## config.mk

```make
export PLATFORM = sky130hd
export DESIGN_NAME = dmmu
export DESIGN_NICKNAME = d
export VERILOG_FILES = /design/src/rtl/dmmu.sv
export SDC_FILE = /design/constraint.sdc
export NUM_CORES = 2
export LEC_CHECK = 0
export BUFFER_PORTS_ARGS = -buffer_cell sky130_fd_sc_hd__buf_2
export CORE_UTILIZATION = 30
export DETAILED_ROUTE_END_ITERATION = 12
export GPL_TIMING_DRIVEN = 0
export HOLD_SLACK_MARGIN = 0.02
export PLACE_DENSITY = 0.52
export SYNTH_ARGS = -nofsm -noshare
export SYNTH_HDL_FRONTEND = slang
export SYNTH_SLANG_ARGS = --single-unit
```

## constraint.sdc

```tcl
create_clock -name clk -period 16.06 [get_ports clk]
set_clock_uncertainty 0.2 [all_clocks]
set_input_delay 1.606 -clock clk [delete_from_list [all_inputs] [get_ports clk]]
set_output_delay 1.606 -clock clk [all_outputs]
set_load 0.02 [all_outputs]
```

## src/rtl/dmmu.sv

```systemverilog
`default_nettype none
// ============================================================================
// Module   : dmmu
// Summary  : Segmented data MMU with a direct-mapped one-word cache and a posted-write buffer.
// Revision : 1.0
// ============================================================================
module dmmu #(
    parameter int LINES      = 16,
    parameter int WBUF_DEPTH = 4
) (
    input  logic        clk,
    input  logic        rst,
    input  logic [31:0] d_addr,
    input  logic [31:0] d_wr_data,
    input  logic        d_rd,
    input  logic        d_wr,
    input  logic [2:0]  d_trd,
    output logic [31:0] d_rd_data,
    output logic        d_miss,
    output logic        d_segfault,
    input  logic        cfg_we,
    input  logic [2:0]  cfg_trd,
    input  logic [31:0] cfg_base,
    input  logic [31:0] cfg_limit,
    output logic        m_req,
    output logic        m_we,
    output logic [31:0] m_addr,
    output logic [31:0] m_wr_data,
    input  logic        m_ack,
    input  logic [31:0] m_rd_data
);
    localparam int IDX_W = $clog2(LINES);
    localparam int TAG_W = 30 - IDX_W;
    localparam int PTR_W = (WBUF_DEPTH > 1) ? $clog2(WBUF_DEPTH) : 1;
    localparam int CNT_W = $clog2(WBUF_DEPTH + 1);

    localparam logic [1:0] S_IDLE   = 2'd0;
    localparam logic [1:0] S_DRAIN  = 2'd1;
    localparam logic [1:0] S_REFILL = 2'd2;

    logic [31:0]      r_base  [8];
    logic [31:0]      r_limit [8];
    logic [LINES-1:0] r_valid;
    logic [TAG_W-1:0] r_tag   [LINES];
    logic [31:0]      r_data  [LINES];
    logic [31:0]      r_wb_addr [WBUF_DEPTH];
    logic [31:0]      r_wb_data [WBUF_DEPTH];
    logic [PTR_W-1:0] r_head, r_tail;
    logic [CNT_W-1:0] r_count;
    logic [1:0]       r_state, w_next;
    logic [31:0]      r_miss_pa, r_rd_data;

    logic [31:0]      w_pa;
    logic [IDX_W-1:0] w_idx, w_miss_idx;
    logic [TAG_W-1:0] w_tag;
    logic w_access, w_segfault, w_hit, w_full, w_empty;
    logic w_ack, w_deq, w_refill_done, w_idle_ok, w_rd_hit, w_rd_miss, w_enq;

    function automatic logic [PTR_W-1:0] f_inc(input logic [PTR_W-1:0] p);
        return (p == PTR_W'(WBUF_DEPTH - 1)) ? '0 : p + 1'b1;
    endfunction

    assign w_pa       = r_base[d_trd] + d_addr;
    assign w_idx      = w_pa[IDX_W+1:2];
    assign w_tag      = w_pa[31:IDX_W+2];
    assign w_miss_idx = r_miss_pa[IDX_W+1:2];
    assign w_access   = d_rd | d_wr;
    assign w_segfault = w_access && ((d_addr >= r_limit[d_trd]) || (d_addr[1:0] != 2'b00) || (d_rd && d_wr));
    assign w_hit      = r_valid[w_idx] && (r_tag[w_idx] == w_tag);
    assign w_full     = (r_count == CNT_W'(WBUF_DEPTH));
    assign w_empty    = (r_count == '0);

    // Acks are only meaningful while a transaction is outstanding.
    assign w_ack         = m_ack && m_req;
    assign w_deq         = w_ack && (r_state != S_REFILL);
    assign w_refill_done = w_ack && (r_state == S_REFILL);
    assign w_idle_ok     = (r_state == S_IDLE) && !w_segfault;
    assign w_rd_hit      = w_idle_ok && d_rd && w_hit;
    assign w_rd_miss     = w_idle_ok && d_rd && !w_hit;
    assign w_enq         = w_idle_ok && d_wr && !w_full;
    assign d_segfault    = w_segfault;
    assign d_rd_data     = r_rd_data;

    always_ff @(posedge clk) begin
        if (rst) begin
            for (int i = 0; i < 8; i++) begin
                r_base[i]  <= '0;
                r_limit[i] <= (i == 0) ? 32'hFFFF_FFFF : 32'h0;
            end
        end else if (cfg_we) begin
            r_base[cfg_trd]  <= cfg_base;
            r_limit[cfg_trd] <= cfg_limit;
        end
    end

    always_ff @(posedge clk) begin
        if (rst) r_state <= S_IDLE;
        else     r_state <= w_next;
    end

    always_comb begin
        w_next = r_state;
        case (r_state)
            S_IDLE:   if (w_rd_miss) w_next = w_empty ? S_REFILL : S_DRAIN;
            S_DRAIN:  if (w_empty || (w_deq && r_count == CNT_W'(1))) w_next = S_REFILL;
            S_REFILL: if (w_refill_done) w_next = S_IDLE;
            default:  w_next = S_IDLE;
        endcase
    end

    always_comb begin
        m_req     = 1'b0;
        m_we      = 1'b0;
        m_addr    = r_wb_addr[r_head];
        m_wr_data = r_wb_data[r_head];
        d_miss    = 1'b0;
        case (r_state)
            S_IDLE: begin
                m_req  = !w_empty;
                m_we   = !w_empty;
                d_miss = w_access && !w_segfault && ((d_rd && !w_hit) || (d_wr && w_full));
            end
            S_DRAIN: begin
                m_req  = !w_empty;
                m_we   = !w_empty;
                d_miss = w_access && !w_segfault;
            end
            S_REFILL: begin
                m_req  = 1'b1;
                m_addr = r_miss_pa;
                d_miss = w_access && !w_segfault;
            end
            default: ;
        endcase
    end

    always_ff @(posedge clk) begin
        if (rst) begin
            r_head  <= '0;
            r_tail  <= '0;
            r_count <= '0;
        end else begin
            if (w_enq) r_tail <= f_inc(r_tail);
            if (w_deq) r_head <= f_inc(r_head);
            r_count <= r_count + CNT_W'(w_enq) - CNT_W'(w_deq);
        end
    end

    always_ff @(posedge clk) begin
        if (w_enq) begin
            r_wb_addr[r_tail] <= w_pa;
            r_wb_data[r_tail] <= d_wr_data;
        end
    end

    always_ff @(posedge clk) begin
        if (rst)                r_valid <= '0;
        else if (w_refill_done) r_valid[w_miss_idx] <= 1'b1;
    end

    // Write hits keep the cached copy coherent; write misses never allocate.
    always_ff @(posedge clk) begin
        if (w_refill_done) begin
            r_tag[w_miss_idx]  <= r_miss_pa[31:IDX_W+2];
            r_data[w_miss_idx] <= m_rd_data;
        end else if (w_enq && w_hit) begin
            r_data[w_idx] <= d_wr_data;
        end
    end

    always_ff @(posedge clk) begin
        if (rst) begin
            r_rd_data <= '0;
            r_miss_pa <= '0;
        end else begin
            if (w_rd_hit)  r_rd_data <= r_data[w_idx];
            if (w_rd_miss) r_miss_pa <= w_pa;
        end
    end
endmodule
`default_nettype wire

```

* Word level (Yosys, flattened, before mapping) *
Memories as Yosys holds them, arrays and structs flattened. A register that Yosys moved wholly into a read port is not among the register bits.
Index checks and enable logic that the tools add are counted.

storage, ports and cells
  flip-flop bits (word level) = 57
  bits in writable memories = 1696
  input bits = 172
  output and inout port bits = 100
  logic and storage cells = 110
  memories kept = 6

operators by class
  add/subtract/negate cells = 5
  $lt $le $gt $ge = 4
  equal/unequal tests = 11
  mux-type cells = 40
  bitwise operators = 2
  reduce and logical (&&, ||, !) cells = 36

memory list
  name       depth  width  rd ports  clocked after Yosys merged registers in  write ports  line  text
  r_data     16     32     1         1                                        1            45    logic [31:0] r_data [LINES];
  r_tag      16     26     1         0                                        1            44    logic [TAG_W-1:0] r_tag [LINES];
  r_base     8      32     1         0                                        8            41    logic [31:0] r_base [8];
  r_limit    8      32     1         0                                        8            42    logic [31:0] r_limit [8];
  r_wb_addr  4      32     1         1                                        1            46    logic [31:0] r_wb_addr [WBUF_DEPTH];
  r_wb_data  4      32     1         1                                        1            47    logic [31:0] r_wb_data [WBUF_DEPTH];

operators with widths
  kind                                                                                 count
  32-bit 2-to-1 mux                                                                    4
  32-bit OR reduction                                                                  3
  32-bit adder                                                                         1
  32-bit greater-or-equal comparator                                                   1
  26-bit == test                                                                       1
  2-bit 2-to-1 mux                                                                     10
  1-bit logical AND                                                                    19
  1-bit 2-to-1 mux                                                                     18
  16-bit OR                                                                            1
  4-bit by 5-bit less-than comparator with 1-bit output, second input constant         2
  2-bit inequality test, second input constant                                         4
  2-bit == test, second input constant                                                 3
  3-bit 2-to-1 mux                                                                     2
  2-bit one-hot mux with 3 select lines                                                1
  2-bit by 1-bit adder with 2-bit output, second input constant                        2
  1-bit binary-select mux with 4-bit select                                            1
  1-bit demux with 4-bit select                                                        1
  4-bit by 1-bit greater-or-equal comparator with 1-bit output, second input constant  1
  1-bit logical NOT                                                                    4
  1-bit logical OR                                                                     4
  4-bit 2-to-1 mux                                                                     1
  1-bit one-hot mux with 2 select lines                                                2
  2-bit OR reduction                                                                   2
  3-bit by 1-bit adder with 3-bit output                                               1
  9 further kinds                                                                      9

* Logic depth before layout (Yosys ltp) *
An unclocked memory read counts as a cell.

  depth in word-level cells = 15
  depth in mapped cells = 26
  depth with buffers taken out = 21

* Worst setup path after synthesis *
Ideal clock, no wire load.

  path type = in2reg
  start = input d_trd[0]
  end = memory r_data[10][0] (enable)
  setup time = 0.470 ns
  data arrival time = 9.737 ns
  data required time = 15.390 ns
  slack = 5.653 ns
  stages on the path = 20
  buffers on the path = 5
  cell sequence = clkbuf_1 > buf_1 > mux4_2 > mux2_2 > ha_1 > fa_1 > xnor2_4 > inv_2 > buf_2 > mux4_2 > a22oi_1 > nand2_1 > xor2_1 > or4_1 > or4_4 > nor3_4 > nand3b_1 > buf_4 > buf_6 > o31ai_1

between the ends
  word-level cells in the longest chain between the ends = 15
  elaborated cells between the ends (all ways) = 23
  those cells by class = add/sub (1); order compare (1); eq/ne (1); mux (7); reduce/logical (10); memory (3)

ends and longest elaborated chain
  what                                                                        line  text
  start: declaration                                                          17    input logic [2:0] d_trd,
  parallel branches: the longest is 15 deep, another holds memory 8 x 32 bit  n/a
  end: declaration                                                            45

Parallel ways; which one is timed is not known. The select of a mux whose other input is x is not followed.

* Worst setup path in the final report *
  start = input d_trd[0]
  end = output d_miss

between the ends
  word-level cells in the longest chain between the ends = 10
  elaborated cells between the ends (all ways) = 19
  those cells by class = add/sub (1); order compare (1); eq/ne (1); mux (3); reduce/logical (10); memory (3)

ends and longest elaborated chain
  what                                                                                    line  text
  memory 8 x 32 bit                                                                       n/a
  32-bit adder                                                                            63    assign w_pa = r_base[d_trd] + d_addr;
  memory 16 x 26 bit / 1-bit binary-select mux with 4-bit select (equally long branches)  n/a
  26-bit == test / 1-bit 2-to-1 mux (equally long branches)                               69    assign w_hit = r_valid[w_idx] && (r_tag[w_idx] == w_tag);
  1-bit logical AND                                                                       69
  1-bit logical NOT                                                                       121   d_miss = w_access && !w_segfault && ((d_rd && !w_hit) || (d_wr && w_full));
  1-bit logical AND                                                                       121
  1-bit logical OR                                                                        121
  1-bit logical AND                                                                       121
  1-bit one-hot mux with 2 select lines *                                                 117   case (r_state)
  end: declaration                                                                        19    output logic d_miss,

Mark *: on every way between the ends. The rest lies on a longest branch, timed or not. The select of a mux whose other input is x is not followed.

==> results_dict.tcl <==
set metrics [dict create \
    status "finished, final reports clean" \
    clock_latency_ns 0.88 \
    regToRegStartpoint "r_base[7][0]" \
    syn_area_per_cell_um2 17.5 \
    reg2reg_setup_slack_ns 6.85 \
    worstMarginPinSlew_ns 1.42 \
    arrival_ns 10.32 \
    die_x_um 501 \
    p_leak_uw 0.0294 \
    yosys.area_share.xor_xnor 0.00575 \
    cts_buffers 191 \
    final_common_cell "edfxtp_1" \
    peakVddDrop_v 0.0000944 \
    endpoint "d_miss" \
    wl_per_cell_um 26.8 \
    dr_wl_met3_mm 12.4 \
    finalMaxSlewViolations 0 \
    synth.distinct_cells 75 \
    synth_top_family_by_area "multiplexers" \
    slew_headroom 0.0485 \
    place_congestion 0.867 \
    reg2reg_depth 23 \
    synth_adder_area_share 0.0129 \
    cts.clk_slew.worst_paths_ns 0.06 \
    fin_setup_tns_ns 0 \
    synth.largest_area_cell "edfxtp_1" \
    core_region_area_um2 247000 \
    p_per_area_nw_per_um2 138 \
    dp_hpwl_mm 157 \
    drt_iter0_drc 4090 \
    grt_pass1_vias 42200 \
    async_flop_share 0 \
    start_util 0.303 \
    wl_met2_mm 108 \
    drive_gt1_frac 0.251 \
    finalNetCount 5068 \
    track_usage 0.175 \
    fin_crit_ns 12.12 \
    drtAntennaViolNets 0 \
    drv_cap 0 \
    cp_data_required_time_ns 14.25 \
    setup_viol 0 \
    fmax_mhz 82.5 \
    synth.area.top_cells "edfxtp_1 68%, mux4_2 12%, and2_1 4.1%" \
    finalCoreUtilization 0.359 \
    totalWireLength_mm 223 \
    syn-cell-area_um2 74800 \
    io_buffers 270 \
    dr.pass1.iters 5 \
    grt_first_pass_wirelength_mm 315 \
    crit_start "d_trd[0]" \
    boundaryPins 272 \
    cp_max_fo 10 \
    whs_path_depth 2 \
    grt_overflow 0 \
    syn-num-nets 4518 \
    cts_setup_buffers 0 \
    htree_levels 4 \
    grt_max_degree 40 \
    antenna_found_initial 37 \
    period_share 0.755 \
    seq_area_frac_synth 0.705 \
    worstSetupPathType "primary input to primary output" \
    clockBufferDepth 3 \
    critPathLaunchType "primary input" \
    hp-class "flop to flop" \
    yosysWarnings 0 \
    synth_cells 4270 \
    hold_buffers 0 \
    cts_root_buffer "clkbuf_16" \
    power_uw 12200 \
    preCtsSetupSlack_ns 3.60 \
    fp.dieH_um 501 \
    highest_layer "met5" \
    worst_slack_ns 3.94 \
    hold_ws_ns 0.272 \
    areaGrowthSynthToFinish_pct 18.5 \
    synth_compound_area_frac 0.0387 \
    route.detailed.drc 0 \
    clock-sinks 1787 \
    grt_setup_unrepaired "false" \
    wl_met1_mm 95.5 \
    yosys_most_used_dff "edfxtp_1" \
    dieArea_um2 251000 \
    synth_top_area_share 0.681 \
    synthMuxAreaShare 0.144 \
    vias 41500 \
    viasPerCell 5.00 \
    cts_tree "done" \
    r2r-end "r_data[0][0]" \
    crit_path_end_kind "primary output" \
    synth_edf_count 1696 \
    synth-simple-area-share 0.0773 \
    ys_seq_elements 1787 \
    fillers 23300 \
    hold_viol 0 \
    cts_resized 0 \
    rows 182 \
    mostFrequentLayoutCells "1696 x edfxtp_1, 487 x and2_1, 409 x mux4_2" \
]
how the worst min path moves through the flow:
stage                      start      endpoint
floorplan            r_valid[12]   r_valid[12]
global route        d_rd_data[1]  d_rd_data[1]
finish                r_valid[1]    r_valid[1]
detailed placement    r_valid[8]    r_valid[8]
CTS                   r_valid[8]    r_valid[8]
global placement      r_valid[8]    r_valid[8]
where the power goes:
group / leakage (uW) / internal (uW) / switching [uW] / total [uW]
sequential: 0.0165 / 5270 / 54.4 / 5320
combinational: 0.00981 / 918 / 1570 / 2490
clock: 0.00303 / 2480 / 1920 / 4400
state kept, by name (all words and copies together), names as in the netlist, named ones only:
signal,flops
r_data,512
r_tag,416
r_base,256
r_limit,256
r_wb_addr,128
r_wb_data,128
d_rd_data,32
r_miss_pa,32
r_valid,16
r_count,3
r_head,2
r_state,2
r_tail,2
worst max-delay path, stage by stage:
cell      delay (ns)
buf_2           0.14
clkbuf_1        0.60
buf_1           0.99
mux4_2          0.62
mux2_2          0.30
ha_1            0.24
fa_1            0.54
and3_1          0.29
nor3_2          0.31
or2_1           0.14
buf_4           0.17
inv_2           0.11
nor3_4          0.67
clkbuf_1        0.70
a22oi_1         0.23
nand2_1         0.32
xnor2_1         0.15
nor4bb_1        0.47
nand2_1         0.19
nor3_4          0.48
clkbuf_1        0.40
a21oi_1         0.35
buf_2           0.27
layer usage:
metal	GRT usage	vias to the layer above
li1	-	18000
met1	0.233	21900
met2	0.290	1271
met3	0.0315	315
met4	0.0541	28
met5	0	-
layout make-up:
class / instances / area (um2) / area share
inverters: 35 / 131 / 0.00148
flip-flops and latches: 1787 / 52800 / 0.595
repair buffers: 357 / 2990 / 0.0337
well taps: 3312 / 4140 / 0.0468
diodes: 11 / 27.5 / 0.000311
plain buffers: 255 / 1030 / 0.0117
clock buffers: 250 / 5130 / 0.0579
multi-input cells: 2193 / 21300 / 0.240
clock inverters: 101 / 1140 / 0.0128
stage by stage:
stage                     instance area, um2  std cells
after floorplan                        74800       4270
after global placement                 80300       7852
after detailed placement               82300       7939
after CTS                              88600       8290
after global routing                   88600       8295
final                                  88600       8301
logic make-up after synthesis:
group,Yosys count
flops,1787
simple gates,1069
mux,556
compound gates,445
buf+inv,290
fa+ha+maj,76
xor+xnor,47
synthesized netlist by cell type, types with 29 or more instances:
library cell,number
nor2_1,132
clkbuf_1,172
buf_1,45
edfxtp_1,1696
nand2b_1,39
a21oi_1,147
ha_1,74
mux2_2,95
o21ai_0,72
nor4_1,36
dfxtp_1,91
a22oi_1,39
mux2i_1,49
inv_1,31
mux4_2,409
nand3_1,57
nand2_1,218
buf_2,29
and2_1,487
Power figures use the tool's default switching activity.
